==> config.mk <==
export PLATFORM = sky130hd
export DESIGN_NAME = secded_pipe_decoder
export DESIGN_NICKNAME = d
export VERILOG_FILES = /design/src/rtl/secded_pipe_decoder.sv
export SDC_FILE = /design/constraint.sdc
export NUM_CORES = 1
export LEC_CHECK = 0
export ABC_AREA = 1
export CAP_MARGIN = 40
export CORE_MARGIN = 3
export CORE_UTILIZATION = 25
export DETAILED_ROUTE_END_ITERATION = 10
export SYNTH_ARGS = -nofsm -noshare
export SYNTH_HDL_FRONTEND = slang
export SYNTH_SLANG_ARGS = --single-unit
==> constraint.sdc <==
create_clock -name clk -period 1.38 [get_ports clk]
set_input_delay 0.276 -clock clk [delete_from_list [all_inputs] [get_ports clk]]
set_output_delay 0.276 -clock clk [all_outputs]
set_load 0.02 [all_outputs]
==> src/rtl/secded_pipe_decoder.sv <==
// Pipelined SEC-DED Hamming decoder with valid/ready flow control and saturating error counters.
// S1 registers the syndrome and overall parity; S2 applies the correction and drives the outputs.
module secded_pipe_decoder #(
  parameter  int DATA_W = 32,
  parameter  int CNT_W  = 16,
  localparam int R      = (DATA_W <= 4)  ? 3 :
                          (DATA_W <= 11) ? 4 :
                          (DATA_W <= 26) ? 5 :
                          (DATA_W <= 57) ? 6 : 7,
  localparam int CHK_W  = R + 1
) (
  input  logic              clk,
  input  logic              rst,
  input  logic              in_valid,
  output logic              in_ready,
  input  logic [DATA_W-1:0] in_data,
  input  logic [CHK_W-1:0]  in_chk,
  input  logic              corr_en,
  output logic              out_valid,
  input  logic              out_ready,
  output logic [DATA_W-1:0] out_data,
  output logic              out_ce,
  output logic              out_ue,
  output logic [R-1:0]      out_syn,
  input  logic              clr_cnt,
  output logic [CNT_W-1:0]  ce_cnt,
  output logic [CNT_W-1:0]  ue_cnt
);

  // Codeword position of data bit j: the j-th position that is not a power of two.
  function automatic int data_pos(input int j);
    int n;
    data_pos = 0;
    n = 0;
    for (int q = 1; q < 128; q++) begin
      if ((q & (q - 1)) != 0) begin
        if (n == j) data_pos = q;
        n = n + 1;
      end
    end
  endfunction

  localparam logic [R-1:0] MAX_POS = R'(DATA_W + R);

  logic [R-1:0]      w_dterm [DATA_W];
  logic [DATA_W-1:0] w_flip;
  logic [R-1:0]      w_syn;
  logic              w_par;
  logic              w_s2_load, w_s1_adv, w_in_fire, w_out_fire;
  logic              w_big, w_ce, w_ue;

  logic              r1_valid, r1_par, r1_corr;
  logic [DATA_W-1:0] r1_data;
  logic [R-1:0]      r1_syn;
  logic              r2_valid, r2_ce, r2_ue;
  logic [DATA_W-1:0] r2_data;
  logic [R-1:0]      r2_syn;
  logic [CNT_W-1:0]  r_ce_cnt, r_ue_cnt;

  generate
    for (genvar gi = 0; gi < DATA_W; gi++) begin : g_pos
      localparam logic [R-1:0] P = R'(data_pos(gi));
      assign w_dterm[gi] = in_data[gi] ? P : '0;
      assign w_flip[gi]  = r1_par & r1_corr & (r1_syn == P);
    end
  endgenerate

  // Check bit i sits at position 2^i, so it toggles syndrome bit i only.
  always_comb begin
    w_syn = in_chk[R-1:0];
    for (int i = 0; i < DATA_W; i++) w_syn = w_syn ^ w_dterm[i];
  end
  assign w_par = ^{in_data, in_chk};

  assign w_s2_load  = !r2_valid | out_ready;
  assign w_s1_adv   = r1_valid & w_s2_load;
  assign in_ready   = !r1_valid | w_s1_adv;
  assign w_in_fire  = in_valid & in_ready;
  assign w_out_fire = r2_valid & out_ready;

  assign w_big = r1_syn > MAX_POS;
  assign w_ce  = r1_par & !w_big;
  assign w_ue  = r1_par ? w_big : (r1_syn != '0);

  always_ff @(posedge clk) begin
    if (rst) begin
      r1_valid <= 1'b0;
      r1_data  <= '0;
      r1_syn   <= '0;
      r1_par   <= 1'b0;
      r1_corr  <= 1'b0;
    end else if (w_in_fire) begin
      r1_valid <= 1'b1;
      r1_data  <= in_data;
      r1_syn   <= w_syn;
      r1_par   <= w_par;
      r1_corr  <= corr_en;
    end else if (w_s1_adv) begin
      r1_valid <= 1'b0;
    end
  end

  // Payload only moves on a real beat so a stalled output stays put.
  always_ff @(posedge clk) begin
    if (rst) begin
      r2_valid <= 1'b0;
      r2_data  <= '0;
      r2_ce    <= 1'b0;
      r2_ue    <= 1'b0;
      r2_syn   <= '0;
    end else if (w_s2_load) begin
      r2_valid <= r1_valid;
      if (r1_valid) begin
        r2_data <= r1_data ^ w_flip;
        r2_ce   <= w_ce;
        r2_ue   <= w_ue;
        r2_syn  <= r1_syn;
      end
    end
  end

  always_ff @(posedge clk) begin
    if (rst || clr_cnt) begin
      r_ce_cnt <= '0;
      r_ue_cnt <= '0;
    end else begin
      if (w_out_fire && r2_ce && (r_ce_cnt != '1)) r_ce_cnt <= r_ce_cnt + 1'b1;
      if (w_out_fire && r2_ue && (r_ue_cnt != '1)) r_ue_cnt <= r_ue_cnt + 1'b1;
    end
  end

  assign out_valid = r2_valid;
  assign out_data  = r2_data;
  assign out_ce    = r2_ce;
  assign out_ue    = r2_ue;
  assign out_syn   = r2_syn;
  assign ce_cnt    = r_ce_cnt;
  assign ue_cnt    = r_ue_cnt;

endmodule

==> impl_metrics.toml, run 1 <==
[finish]
multi_input_area_mm2 = 0.00428
antennaDiodeCount = 0
nFillCells = 2478
fin_util = 0.432
regArea_mm2 = 0.00237
drive_gt1_frac = 0.413
instances_no_fill = 1582
fin_nets = 1293
area_growth_pct = 67.6

[worst_setup_path]
cp_slowest_cell = "dfxtp_4"
cp.required_ns = 1.69
startpoint_type = "flip-flop"
critPathMaxStageDelay_ns = 0.35
worstReg2RegEnd = "ce_cnt[11]"
crit_fanout = 4
reg2regPathDepth = 11
worstPathCellList = "ha_4 > nand2_4 > inv_2 > nand4_1 > nand2_4 > nor2_4 > nand3_2 > nor2_2 > nand2_1 > nand2_1 > nor2_1"
cp_top_family = "simple AND/OR/NAND/NOR gates"
critical_path.startpoint = "ce_cnt[0]"
cp-end-kind = "flip-flop"
regToRegSetupSlack_ns = -0.15
critPathArrivalTime_ns = 1.84
timing.rr.start = "ce_cnt[0]"
path_class = "flip-flop to flip-flop"
crit_buf_inv = 1

[sta]
relSlewSlack = 0.801
period_needed_ns = 1.53
fin_ws_ns = -0.153
slew_violations = 0
worst_slew_pin_slew_ns = 0.295
clock_skew_ns = 0.00727
post-route-period-util = 1.11
max_freq_ghz = 0.652
hold_viol_final = 0
setup_violations = 34
finalSetupTns_ns = -2.37
rsz0062_at_grt = "yes"

[route]
dr_total_vias = 7038
first_pass_iters = 4
post-route-drc-count = 0
routedWlPerCell_um = 13.5
wirelength_um = 21300
first_iter_violations = 336
ant_nets = 0
viasPerCell = 4.45

[synthesis]
avgSynthCellArea_um2 = 6.59
synth_common_cells = "nand2_1 (249), inv_1 (121), dfxtp_1 (114), nor2_1 (114), o21ai_0 (77)"
synth_top_area_frac = 0.358
ys_warn_count = 0
seq_area_frac_synth = 0.358
ys_ff_latch = 114
yosys-top-cells-area = "dfxtp_1 (36%), nand2_1 (15%), xor2_1 (7.4%), inv_1 (7.1%), nor2_1 (6.7%)"
yosysTopAreaCell = "dfxtp_1"
netlist_instances = 966
synth-edff-count = 0
synth_top_flop_cell = "dfxtp_1"
synth_cell_type_count = 36
synth_async_sr_flop_share = 0
synth_most_common_cell = "nand2_1"
syn_nets = 1013
syn-cell-area_mm2 = 0.00637

[place]
place_inst = 1523
portBuffers = 118
gp_congestion = 0.895
dp_hpwl_um = 15900

[flow_run]
drv_cap = 0

[global_routing]
grt_pass1_vias = 6614
antenna_found_initial = 0
grt_pass1_wl_um = 33100
grt_usage = 0.147
grt.overflow.total = 0
grt_max_degree = 42

[clock_tree]
cts_buffers = 17
cts-root-buf = "clkbuf_16"
clkSinkCount = 114
cts_tree = "done"
clkTransAtPathRegs_ns = 0.05
ctsHoldBuffers = 0
worstSkewPairLatency_ns = 0.42
cts_max_level = 4
clockBufferDepth = 2

[run_status]
violations = "negative setup slack"
status = "complete, but fails checks"

[min_path]
hold_path.startpoint = "in_data[27]"
hold_class = "primary input to flip-flop"
hold_end = "r1_data[27]"
whs_path_depth = 3

[floorplan]
die_x_um = 166
fp.dieH_um = 166
io_pins = 119
dieArea_mm2 = 0.0274
initial_core_util = 0.258
core_area_mm2 = 0.0247
placementRows = 57

[power_and_ir_drop]
ir_drop_mv = 0.844
total_power_mw = 10.4
p_leak_nw = 5.08
powerDensity_mw_per_mm2 = 973
flip-flops by register name (all words and copies together), names as in the netlist:
name and flops:
ce_cnt 16, out_ce 1, out_data 32, out_syn 6, out_ue 1, out_valid 1
r1_corr 1, r1_data 32, r1_par 1, r1_syn 6, r1_valid 1, ue_cnt 16
per-layer routing:
| layer | vias to the layer above | GRT usage | part of all wire |
|---|---|---|---|
| li1 | 3601 | - | - |
| met1 | 3207 | 0.190 | 0.45 |
| met2 | 187 | 0.247 | 0.48 |
| met3 | 43 | 0.0274 | 0.048 |
| met4 | 0 | 0.0488 | 0.027 |
| met5 | - | 0 | 0 |
cells by family (layout without fill, tap and decap cells):
| family | Yosys count | count (layout) | share of synthesized area |
|---|---|---|---|
| fa+ha+maj | 2 | 2 | 0.00393 |
| buf+inv | 170 | 462 | 0.104 |
| xor+xnor | 87 | 87 | 0.123 |
| simple gates | 423 | 423 | 0.267 |
| compound gates | 170 | 170 | 0.144 |
| flops | 114 | 114 | 0.358 |
worst reg2reg max path: cells and delay by family (launching register included):
kind	cells	cell delay (ns)
buffers and inverters	1	0.05
DFF	1	0.35
and+or+nand+nor	9	0.87
adders and majority gates	1	0.18
timing repair:
action                                  4_1_cts  5_1_grt
endpoints found under the setup margin      118      122
gates resized for setup                     345      246
cloned                                        0        3
pin swaps                                    37       76
setup buffers                                 9       18
power breakdown:
part           switching (mW)  internal, mW  total (mW)
combinational            1.35          1.07        2.42
clock                    1.58          2.75        4.34
sequential              0.158          3.47        3.63
stage by stage:
step | cell area [µm²] | worst slack [ns] | hold slack (ns)
floorplan | 6500 | -0.0444 | 0.415
global placement | 9160 | -0.647 | 0.452
detailed placement | 9160 | -0.653 | 0.457
CTS | 9970 | -0.146 | 0.345
global route | 10700 | -0.218 | 0.240
finish | 10700 | -0.153 | 0.189
worst max path at each step:
stage / endpoint / slack (ns) / cells after the start
after floorplan: ue_cnt[9] / -0.04 / 10
after CTS: ce_cnt[3] / -0.15 / 11
after global routing: ce_cnt[11] / -0.22 / 11
after detailed placement: r1_par / -0.65 / 11
final: ce_cnt[11] / -0.15 / 11
after global placement: r1_par / -0.65 / 11
placed cells by master (no fill, tap or decap), types with 6 or more instances in the layout:
| master | n |
|---|---|
| nand2_1 | 187 |
| buf_4 | 148 |
| inv_1 | 96 |
| nor2_1 | 78 |
| dfxtp_1 | 75 |
| a21oi_1 | 59 |
| o21ai_0 | 57 |
| nand2_2 | 47 |
| xor2_1 | 42 |
| inv_2 | 32 |
| buf_2 | 27 |
| clkbuf_2 | 26 |
| clkdlybuf4s15_1 | 24 |
| dfxtp_2 | 22 |
| clkbuf_16 | 21 |
| nor2_4 | 20 |
| nand3_1 | 20 |
| xnor2_1 | 20 |
| nand2_4 | 19 |
| o21ai_1 | 18 |
| dlygate4sd2_1 | 18 |
| buf_6 | 18 |
| nor2_2 | 17 |
| dfxtp_4 | 17 |
| clkdlybuf4s15_2 | 14 |
| xnor2_2 | 13 |
| xor2_2 | 12 |
| buf_12 | 10 |
| a21oi_2 | 9 |
| nand3_2 | 8 |
| o221ai_1 | 7 |
| inv_4 | 6 |
area by class of cell:
class | count | area share
inverter | 135 | 0.0497
clock inverter | 12 | 0.0122
tap | 324 | 0.0380
multi-input combinational | 682 | 0.401
timing repair buffer | 296 | 0.234
sequential | 114 | 0.222
clock buffer | 19 | 0.0426
Note: power is estimated with default switching activity, not from simulation.
==> run 2: changes to the inputs <==
- GPL_TIMING_DRIVEN: default -> 1
==> results of run 2 <==
No change in the layout: final DEF, timing and power equal those of run 1.
